<file path="config.mk">
export PLATFORM = sky130hd
export DESIGN_NAME = common_lib_pseudo_reverse_buf
export DESIGN_NICKNAME = d
export VERILOG_FILES = /design/src/rtl/common_lib_pseudo_reverse_buf.sv
export SDC_FILE = /design/constraint.sdc
export NUM_CORES = 1
export LEC_CHECK = 0
export BUFFER_PORTS_ARGS = -buffer_cell sky130_fd_sc_hd__buf_2
export CAP_MARGIN = 20
export CELL_PAD_IN_SITES_DETAIL_PLACEMENT = 1
export CELL_PAD_IN_SITES_GLOBAL_PLACEMENT = 2
export CORE_MARGIN = 5
export CORE_UTILIZATION = 30
export DETAILED_ROUTE_END_ITERATION = 12
export PLACE_DENSITY = 0.58
export SYNTH_ARGS = -nofsm -noshare
export SYNTH_HDL_FRONTEND = slang
export SYNTH_SLANG_ARGS = --single-unit
export TNS_END_PERCENT = 1
</file>
<file path="constraint.sdc">
create_clock -name clk -period 6.9 [get_ports clk]
set_clock_uncertainty 0.2 [all_clocks]
set_input_delay 0.345 -clock clk [delete_from_list [all_inputs] [get_ports clk]]
set_output_delay 0.345 -clock clk [all_outputs]
set_load 0.1 [all_outputs]
</file>
<file path="src/rtl/common_lib_pseudo_reverse_buf.sv">
// Ping-pong reorder buffer: writes each beat at pseudo_rev(k, step) and reads addresses in natural order.
// Optional macro COMMON_LIB_PSEUDO_REVERSE_BUF_OUT_REG_EN adds a 2-entry output skid register after the read.
module common_lib_pseudo_reverse_buf #(
    parameter int S      = 4,
    parameter int B      = 2,
    parameter int DATA_W = 32,
    localparam int B_W   = $clog2(B),
    localparam int S_W   = $clog2(S),
    localparam int ADD_W = S * B_W,
    localparam int N     = 1 << ADD_W
) (
    input  logic              clk,
    input  logic              a_rst,
    input  logic [DATA_W-1:0] in_data,
    input  logic [S_W-1:0]    in_step,
    input  logic              in_vld,
    output logic              in_rdy,
    output logic [DATA_W-1:0] out_data,
    output logic [S_W-1:0]    out_step,
    output logic              out_sop,
    output logic              out_eop,
    output logic              out_vld,
    input  logic              out_rdy
);
    localparam int IDX_W = S_W + 1;

    typedef enum logic [1:0] {EMPTY, FILL, FULL} bank_state_t;

    bank_state_t       state_reg [2];
    logic [S_W-1:0]    step_reg [2];
    logic              wr_bank_reg, rd_bank_reg;
    logic [ADD_W-1:0]  wr_cnt_reg, rd_cnt_reg;
    logic [DATA_W-1:0] mem [2*N];

    logic              wr_acc, rd_acc, m_vld, m_rdy;
    logic [S_W-1:0]    step_in_c, step_eff;
    logic [ADD_W-1:0]  wr_addr;
    logic [B_W-1:0]    wr_dig [S];
    logic [DATA_W-1:0] rd_data;

    // Out-of-range steps collapse to S-1, which is the identity mapping.
    assign step_in_c = (in_step > S_W'(S - 1)) ? S_W'(S - 1) : in_step;
    assign step_eff  = (wr_cnt_reg == '0) ? step_in_c : step_reg[wr_bank_reg];

    genvar gi;
    generate
        for (gi = 0; gi < S; gi++) begin : g_dig
            logic [IDX_W-1:0] src;
            assign wr_dig[gi] = wr_cnt_reg[gi*B_W +: B_W];
            assign src = (IDX_W'(gi) < {1'b0, step_eff}) ? IDX_W'(gi)
                                                         : IDX_W'(S - 1 - gi) + {1'b0, step_eff};
            assign wr_addr[gi*B_W +: B_W] = wr_dig[src[S_W-1:0]];
        end
    endgenerate

    assign in_rdy = (state_reg[wr_bank_reg] != FULL);
    assign wr_acc = in_vld & in_rdy;
    assign m_vld  = (state_reg[rd_bank_reg] == FULL);
    assign rd_acc = m_vld & m_rdy;

    always_ff @(posedge clk or posedge a_rst) begin
        if (a_rst) begin
            for (int b = 0; b < 2; b++) begin
                state_reg[b] <= EMPTY;
                step_reg[b]  <= '0;
            end
            wr_bank_reg <= 1'b0;
            rd_bank_reg <= 1'b0;
            wr_cnt_reg  <= '0;
            rd_cnt_reg  <= '0;
        end else begin
            // Write and read banks never coincide: one is FULL, the other is not.
            if (wr_acc) begin
                if (wr_cnt_reg == '0)
                    step_reg[wr_bank_reg] <= step_in_c;
                if (wr_cnt_reg == '1) begin
                    state_reg[wr_bank_reg] <= FULL;
                    wr_bank_reg            <= ~wr_bank_reg;
                    wr_cnt_reg             <= '0;
                end else begin
                    state_reg[wr_bank_reg] <= FILL;
                    wr_cnt_reg             <= wr_cnt_reg + 1'b1;
                end
            end
            if (rd_acc) begin
                if (rd_cnt_reg == '1) begin
                    state_reg[rd_bank_reg] <= EMPTY;
                    rd_bank_reg            <= ~rd_bank_reg;
                    rd_cnt_reg             <= '0;
                end else begin
                    rd_cnt_reg <= rd_cnt_reg + 1'b1;
                end
            end
        end
    end

    always_ff @(posedge clk) begin
        if (wr_acc)
            mem[{wr_bank_reg, wr_addr}] <= in_data;
    end

    assign rd_data = mem[{rd_bank_reg, rd_cnt_reg}];

`ifdef COMMON_LIB_PSEUDO_REVERSE_BUF_OUT_REG_EN
    typedef struct packed {
        logic [DATA_W-1:0] data;
        logic [S_W-1:0]    step;
        logic              sop;
        logic              eop;
    } beat_t;

    beat_t skid_reg [2];
    beat_t rd_beat;
    logic  skid_v0_reg, skid_v1_reg;
    logic  push, pop;

    assign rd_beat = {rd_data, step_reg[rd_bank_reg], rd_cnt_reg == '0, rd_cnt_reg == '1};
    assign m_rdy   = ~skid_v1_reg;
    assign push    = rd_acc;
    assign pop     = skid_v0_reg & out_rdy;

    always_ff @(posedge clk or posedge a_rst) begin
        if (a_rst) begin
            skid_v0_reg <= 1'b0;
            skid_v1_reg <= 1'b0;
        end else if (push && !pop) begin
            if (!skid_v0_reg) skid_v0_reg <= 1'b1;
            else              skid_v1_reg <= 1'b1;
        end else if (pop && !push) begin
            skid_v0_reg <= skid_v1_reg;
            skid_v1_reg <= 1'b0;
        end
    end

    // Push implies the second slot is free, so push+pop always lands in slot 0.
    always_ff @(posedge clk) begin
        if (push && pop)
            skid_reg[0] <= rd_beat;
        else if (push) begin
            if (!skid_v0_reg) skid_reg[0] <= rd_beat;
            else              skid_reg[1] <= rd_beat;
        end else if (pop)
            skid_reg[0] <= skid_reg[1];
    end

    assign out_vld  = skid_v0_reg;
    assign out_data = skid_reg[0].data;
    assign out_step = skid_reg[0].step;
    assign out_sop  = skid_v0_reg & skid_reg[0].sop;
    assign out_eop  = skid_v0_reg & skid_reg[0].eop;
`else
    assign m_rdy    = out_rdy;
    assign out_vld  = m_vld;
    assign out_data = rd_data;
    assign out_step = step_reg[rd_bank_reg];
    assign out_sop  = m_vld & (rd_cnt_reg == '0);
    assign out_eop  = m_vld & (rd_cnt_reg == '1);
`endif

endmodule

</file>
# Yosys cells after proc, flatten, opt, wreduce, memory -nomap -nowiden
# Memories as Yosys holds them, arrays and structs flattened.
# Index checks and enable logic that the tools add are counted.
# op_classes
div_mod_pow	0
n_addsub	5
mul	0
mux	42
n_eq_ne	4
bitwise_logic	20
shift	0
n_lt_le_gt_ge	12
n_reduce_logical	7
# op_table
operator	n
2-to-1 mux 2 bit	19
2-to-1 mux 4 bit	6
greater-or-equal comparator 3 bit, second input constant	4
NOT 2 -> 3 bit	4
2-to-1 mux 1 bit	10
adder 4 x 1 -> 4 bit, second input constant	2
binary-select mux 1 bit (select 2 bit)	4
== test 4 bit, second input constant	2
logical NOT 4 bit	2
AND reduction 2 bit	3
adder 2 bit, first input constant	2
bitwise AND 1 bit	4
bitwise AND 2 bit	2
bitwise AND 4 bit	1
bitwise mux 4 bit	1
demux 2 bit (select 1 bit)	2
greater-or-equal comparator 2 bit, second input constant	2
< comparator 1 x 2 -> 1 bit, first input constant	2
< comparator 2 x 1 -> 1 bit, second input constant	2
NOT 1 -> 2 bit	2
NOT 2 bit	2
NOT 4 bit	1
bitwise OR 2 bit	2
adder 1 x 2 -> 2 bit, first input constant	1
6 further kinds	8
# word_totals
word_cells	99
input_bits	38
mem_bits_rw	1024
mem_bits_ro	0
latchBits	0
register_bits	18
mem_count	1
# mem_list
memory	depth	width	read_ports	rd_ports_with_merged_regs	wr	line_no	text
mem	32	32	1	0	1	33	logic [DATA_W-1:0] mem [2*N];

# Logic depth before layout (Yosys ltp)
# Gate-level depths: netlist (run 1).
# depth
ltp_word	12
ltp_mapped	11
mapped_depth_nobuf	7

# Worst setup path before layout (run 1)
# OpenSTA, ideal clock, no wires.
# synth_path
path_kind	register to register
start	register wr_cnt_reg[1]
end	memory mem[27][0], enable pin
arrival_ns	4.384
path_stages_with_launch	10
path_slack_ns	1.855
synth_period_minus_slack_ns	5.045
path_cell_list	dfrtp_1 > clkbuf_1 > inv_1 > ha_1 > or3b_1 > buf_2 > mux2i_1 > mux2_2 > or3_1 > nor3_1
# synth_via
elab_chain_cells	8
elab_cells_between_ends	27
classes_between	add/sub (3); order compare (3); mux (16); bitwise (4); reduce/logical (1)
# synth_lines
element	line_no	text
from (decl)	32	logic [ADD_W-1:0] wr_cnt_reg, rd_cnt_reg;
from (signal assigned)	82	wr_cnt_reg <= wr_cnt_reg + 1'b1;
logical NOT 4 bit	43	assign step_eff = (wr_cnt_reg == '0) ? step_in_c : step_reg[wr_bank_reg];
2-to-1 mux 2 bit	43	
adder 2 bit (tied with other cells)	51	: IDX_W'(S - 1 - gi) + {1'b0, step_eff};
2-to-1 mux 2 bit	50	assign src = (IDX_W'(gi) < {1'b0, step_eff}) ? IDX_W'(gi)
NOT 2 -> 3 bit (implied by the code)	52	assign wr_addr[gi*B_W +: B_W] = wr_dig[src[S_W-1:0]];
binary-select mux 1 bit (select 2 bit)	52	
2-to-1 mux 1 bit (implied by the code) (2 in a row)	52	
to (decl)	33	
# Several ways; a longest one is shown, not always the timed one. The select of a mux whose other input is x is not followed.

# Worst setup path in the final report (run 1)
# layout_path
start	register rd_cnt_reg[1]
end	output port out_data[30]
# layout_via
elab_chain_cells	1
# layout_lines
element	line_no	text
from (decl)	32	
from (signal assigned)	91	rd_cnt_reg <= rd_cnt_reg + 1'b1;
memory read (32 x 32 bit)	-	
to (decl)	18	output logic [DATA_W-1:0] out_data,
# Every way passes these cells.

==> flow_metrics.tcl, run 1 <==
set metrics [dict create \
    outcome "completed" \
    critPathMaxFanout 54 \
    yosysTopAreaCell "edfxtp_1" \
    top_usage_layer "met2" \
    internal_power_mw 12.4 \
    max_stage_delay_ns 0.86 \
    synth_common_cells "1024 x edfxtp_1, 224 x mux4_2, 112 x nand2_1, 66 x mux2i_1, 59 x clkbuf_1" \
    clk_pin_slew_ns 0.06 \
    pre_cts_slack_ns 2.66 \
    crit_arrival_ns 4.19 \
    cap_violations 0 \
    hold_viol_final 0 \
    synthXorXnorAreaFrac_pct 0.0654 \
    first_global_vias 21400 \
    slew_violations 0 \
    cts_buffers 107 \
    setup_tns_ns 0 \
    grt_max_degree 99 \
    largest-register "mem" \
    switching_share_pct 30.0 \
    syn2layout_area_growth_pct 17.2 \
    grt_overflow_total 0 \
    grt_antenna_before_repair 0 \
    vias_per_cell 5.02 \
    first_pass_iters 6 \
    grt_usage_pct 15.1 \
    worstPathRequired_ns 6.36 \
    ys_seq_area_share_pct 77.6 \
    die_x_um 376 \
    fp.dieArea_mm2 0.141 \
    io_pins 76 \
    htreeDepth 3 \
    cts-root-buf "clkbuf_16" \
    place.gp.congestion 0.726 \
    r2r_cells 8 \
    cts_tree "yes" \
    cpLargestDelayFamily "buffers and inverters" \
    cpMostUsedCell "buf_12" \
    max_freq_ghz 0.211 \
    cts_hold_buf 37 \
    drive_above_1_share_pct 26.6 \
    grtUsageMet3_pct 1.86 \
    synth_top_area_share_pct 76.5 \
    hold_path_class "in -> async" \
    row_count 134 \
    vias 19800 \
    setup_slack_ns 2.17 \
    setup_violations 0 \
    r2r_slack_ns 2.90 \
    ys.warnings.count 0 \
    ant_nets 0 \
    peakVddDrop_v 0.000225 \
    start_util_pct 30.2 \
    powerDensity_mw_per_mm2 375 \
    r2r-start "wr_cnt_reg[1]" \
    period_minus_slack_ns 4.73 \
    tightest_slew_ns 1.13 \
    cts_sinks 1042 \
    synth_ff_type "edfxtp_1" \
    met2_usage_pct 27.1 \
    synth_seq_cells 1042 \
    synth_compound_area_share_pct 3.81 \
    timing.critical_path.buf_inv 3 \
    synth_top_family_by_area "multiplexers" \
    finalNetCount 2129 \
    synth_edf_count 1024 \
    yosys.area_share.simple_pct 2.52 \
    muxShareOfSynthArea_pct 14.5 \
    synth_area_mm2 0.0402 \
    timing.hold.ws_ns 0.170 \
    syn_area_per_cell_um2 20.9 \
    timing.rr.end "mem[2][15]" \
    route.detailed.drc 0 \
    cts_setup_buffers 0 \
    yosys.cell_types.count 48 \
    critPathLaunchType "flop" \
    cts.repair.resized 0 \
    clockBufferDepth 3 \
    crit_slowest_cell "dfrtp_4" \
    wire_per_inst_um 27.3 \
    finalCritPeriodShare_pct 68.6 \
    grt_setup_unrepaired "no" \
    cp_cell_sequence "buf_12 -> buf_12 -> mux4_2 -> nor2_1 -> a21oi_1 -> a221oi_1 -> a31oi_1 -> buf_2" \
    drtIter0Drc 1529 \
    port_buffers 75 \
    grtUsageMet1_pct 19.6 \
    die_h_um 376 \
    slew_headroom_pct 24.4 \
    synth_fa_ha_area_share_pct 0.125 \
    crit_type "reg -> out" \
    syn-num-nets 1966 \
    yosysMostFrequentCell "edfxtp_1" \
    wl_mm 108 \
    seqPwrFrac_pct 44.8 \
    grt_pass1_wl_mm 156 \
    core_mm2 0.133 \
    dp_hpwl_mm 56.8 \
    end_kind "primary output" \
    clock_latency_ns 0.67 \
    p_comb_share_pct 20.9 \
    p_switching_mw 5.30 \
    ys_async_sr_fraction_pct 1.73 \
    clkPwrFrac_pct 34.4 \
    syn_inst 1924 \
    synth_area_leaders "edfxtp_1 76%, mux4_2 13%, mux2i_1 1.6%" \
    power_leakage_nw 14.4 \
    largest_reg_flops 1024 \
]
metrics by stage:
stage / util, % / power [mW] / instances / cell area, um2
3_5_place_dp: 32.3 / 11.8 / 3708 / 43000
5_1_grt: 35.3 / 18.4 / 3948 / 47100
4_1_cts: 35.3 / 17.9 / 3947 / 47100
6_report: 35.3 / 17.7 / 3949 / 47100
2_1_floorplan: - / 10.5 / 1924 / 40200
3_3_place_gp: 32.3 / 11.7 / 3708 / 43000
cell families after synthesis:
kind of cell | Yosys count
AO/OA/AOI/OAI | 221
XOR/XNOR | 3
adder cells (fa/ha/maj) | 4
buffers and inverters | 125
flip-flops | 1042
multiplexers | 301
AND/OR/NAND/NOR | 228
power by group through the flow:
stage / combinational [mW] / clock [mW] / sequential [mW]
3_5_place_dp: 3.75 / 0 / 8.06
3_3_place_gp: 3.72 / 0 / 8.01
5_1_grt: 3.93 / 6.54 / 7.96
2_1_floorplan: 2.54 / 0 / 7.94
4_1_cts: 3.78 / 6.24 / 7.93
6_report: 3.69 / 6.08 / 7.91
worst max-delay path by stage:
stage,start,endpoint,slack [ns],cells after the start
floorplan,wr_cnt_reg[1],mem[27][0],1.85,9
global placement,rd_cnt_reg[1],out_data[30],2.63,7
detailed placement,rd_cnt_reg[1],out_data[28],2.66,7
CTS,rd_cnt_reg[1],out_data[28],1.89,7
global route,rd_cnt_reg[1],out_data[30],1.96,8
finish,rd_cnt_reg[1],out_data[30],2.17,8
final cells by class:
type	count	area (um2)
fill	13000	86200
clock inverter	74	937
timing repair buffer	173	1280
clock buffer	128	2790
inverter	6	22.5
multi-input combinational	757	8650
tap	1768	2210
sequential	1042	31200
antenna	1	2.50
tightest hold or removal path, stage by stage:
cell           delay (ns)
dlygate4sd3_1        0.53
buf_2                0.12
inv_1                0.59
routing by layer:
| metal | wire (um) | share of wire [%] |
|---|---|---|
| met5 | 0 | 0 |
| met4 | 2010 | 1.9 |
| met3 | 3580 | 3.3 |
| met2 | 56600 | 53 |
| met1 | 45500 | 42 |
cell usage in the layout (no fill, tap or decap), types with 5 or more instances in the layout:
cell type      count
nor2b_1            6
clkbuf_1          19
a2111oi_0          5
nor3_2            26
o21ai_0            5
dlygate4sd3_1     37
mux4_2           224
clkinv_2          20
nor3_1            11
dfrtp_4            5
nand3_1            8
nand2_1          112
a211oi_1           6
a31oi_1           56
buf_4             55
dfrtp_1           13
bufinv_16         20
nor2_1            36
nor2_4             6
edfxtp_1        1024
clkinv_1          23
mux2_2            11
a21oi_1           45
buf_2             75
clkbuf_16        108
a22o_1            10
mux2i_1           66
a22oi_1           54
buf_12             6
a221oi_1          27
inv_1              5
Power figures use the tool's default switching activity.
==> inputs of run 2 (changes only) <==
--- a/config.mk
+++ b/config.mk
@@ -12,7 +12,7 @@
 export CORE_MARGIN = 5
 export CORE_UTILIZATION = 30
 export DETAILED_ROUTE_END_ITERATION = 12
-export PLACE_DENSITY = 0.58
+export PLACE_DENSITY = 0.6
 export SYNTH_ARGS = -nofsm -noshare
 export SYNTH_HDL_FRONTEND = slang
 export SYNTH_SLANG_ARGS = --single-unit
==> constraint.sdc (replaced) <==
create_clock -name clk -period 4 [get_ports clk]
set_clock_uncertainty 0.2 [all_clocks]
set_input_delay 0.2 -clock clk [delete_from_list [all_inputs] [get_ports clk]]
set_output_delay 0.2 -clock clk [all_outputs]
set_load 0.1 [all_outputs]
==> flow_metrics.tcl, run 2 (synthesis gave the netlist of run 1 again) <==
set metrics [dict create \
    final_common_cell "edfxtp_1" \
    setup_violations 0 \
    pre_cts_slack_ns 0.420 \
    seqPwrFrac_pct 44.2 \
    place_area_mm2 0.0439 \
    ant_nets 0 \
    grt_usage_pct 15.2 \
    peakVddDrop_v 0.000340 \
    diodes 0 \
    worstPathRequired_ns 3.60 \
    finalNetCount 2180 \
    fillCellCount 12900 \
    setup_slack_ns 0.161 \
    fin_util_pct 36.0 \
    wire_per_inst_um 27.3 \
    period_minus_slack_ns 3.84 \
    grt_setup_unrepaired "no" \
    grt_pass1_wl_mm 157 \
    hold_viol_final 0 \
    grt_max_degree 50 \
    grt_overflow_total 0 \
    dp_hpwl_mm 61.6 \
    port_buffers 75 \
    tightest_slew_ns 1.05 \
    cts_sinks 1042 \
    switching_share_pct 30.1 \
    place.gp.congestion 0.776 \
    setup_tns_ns 0 \
    htreeDepth 3 \
    clockBufferDepth 3 \
    first_global_vias 21800 \
    crit_type "reg -> out" \
    crit_arrival_ns 3.44 \
    wl_mm 109 \
    clock_latency_ns 0.68 \
    critPathMaxFanout 23 \
    die_h_um 376 \
    final_area_mm2 0.0480 \
    cap_violations 0 \
    most-common-layout-cells "1024 x edfxtp_1, 224 x mux4_2, 113 x clkbuf_16" \
    largest-register "mem" \
    core_mm2 0.133 \
    slew_violations 0 \
    cts-root-buf "clkbuf_16" \
    max_freq_ghz 0.261 \
    powerDensity_mw_per_mm2 641 \
    end_kind "primary output" \
    outcome "completed" \
    vias_per_cell 5.05 \
    route.detailed.drc 0 \
    die_x_um 376 \
    p_switching_mw 9.28 \
    slew_headroom_pct 29.7 \
    hold_path_class "in -> reg" \
    row_count 134 \
    power_leakage_nw 14.7 \
    internal_power_mw 21.5 \
    p_comb_share_pct 22.1 \
    fp.dieArea_mm2 0.141 \
    io_pins 76 \
    finalCritPeriodShare_pct 96.0 \
    start_util_pct 30.2 \
    vias 20200 \
    grt_antenna_before_repair 0 \
    first_pass_iters 5 \
    drive_above_1_share_pct 28.2 \
    drtIter0Drc 1612 \
    critPathLaunchType "flop" \
    largest_reg_flops 1024 \
    clk_pin_slew_ns 0.06 \
    cts_tree "yes" \
    cts_buffers 110 \
    clkPwrFrac_pct 33.6 \
    syn2layout_area_growth_pct 19.4 \
    r2r_slack_ns 0.37 \
]
## run 2: cell types whose count changed in the layout (fill, tap and decap cells not counted), moves of 5 or more
| cell | change |
|---|---|
| clkbuf_1 | -5 |
| buf_12 | +44 |
| buf_4 | +7 |
| buf_2 | -6 |
| clkbuf_16 | +5 |
## run 2: layout make-up
cell class	count	area, um2	area share (%)
sequential	1042	31200	65.0
tap	1768	2210	4.61
inverter	6	22.5	0.0469
timing repair buffer	221	2220	4.62
clock buffer	127	2880	6.00
multi-input combinational	757	8680	18.1
clock inverter	71	778	1.62
## run 2: worst paths after layout
path                                    start       endpoint  depth (start not counted)
worst max-delay path            rd_cnt_reg[0]    out_data[7]                          8
worst min-delay path               in_step[1]    step_reg[3]                          3
worst max register to register  wr_cnt_reg[1]     mem[4][15]                          8
worst min register to register   state_reg[2]   state_reg[2]                          1
max in group asynchronous               a_rst  rd_cnt_reg[0]                          4
min in group asynchronous               a_rst  wr_cnt_reg[1]                          4
## run 2: what timing repair did
| action | 4_1_cts | 5_1_grt |
|---|---|---|
| hold endpoints to repair | 1059 | 0 |
| cloned | 0 | 0 |
| gates resized for setup | 3 | 1 |
| setup buffers | 5 | 1 |
| hold buffers | 38 | 0 |
| setup endpoints to repair | 10 | 5 |
## run 2: power by group through the flow
stage	registers, mW	logic (mW)	clock network (mW)
floorplan	13.7	4.42	0
global placement	13.8	6.80	0
detailed placement	13.9	6.90	0
CTS	13.6	6.98	10.6
global route	13.7	7.25	11.1
finish	13.6	6.81	10.4
## run 2: worst max-delay path, cell delays in order, from the launching register on
cell      delay (ns)
dfrtp_4         0.75
inv_2           0.27
nor2_4          0.17
buf_4           0.34
a21oi_1         0.20
a221oi_1        0.46
buf_4           0.20
a31oi_1         0.06
buf_4           0.27
## run 2: per-layer routing
| metal | vias up | global-route usage (%) | part of all wire [%] |
|---|---|---|---|
| met4 | 0 | 3.48 | 2.2 |
| met2 | 423 | 26.5 | 51 |
| met3 | 142 | 2.21 | 3.5 |
| met1 | 11100 | 20.0 | 43 |
| li1 | 8504 | - | - |
| met5 | - | 0 | 0 |
## run 2: through the flow
step	std cells	power, mW	hold slack (ns)
6_report	3992	30.8	0.209
5_1_grt	3992	32.0	0.200
3_3_place_gp	3750	20.6	0.153
2_1_floorplan	1924	18.1	-0.0614
3_5_place_dp	3750	20.8	0.169
4_1_cts	3991	31.2	0.158
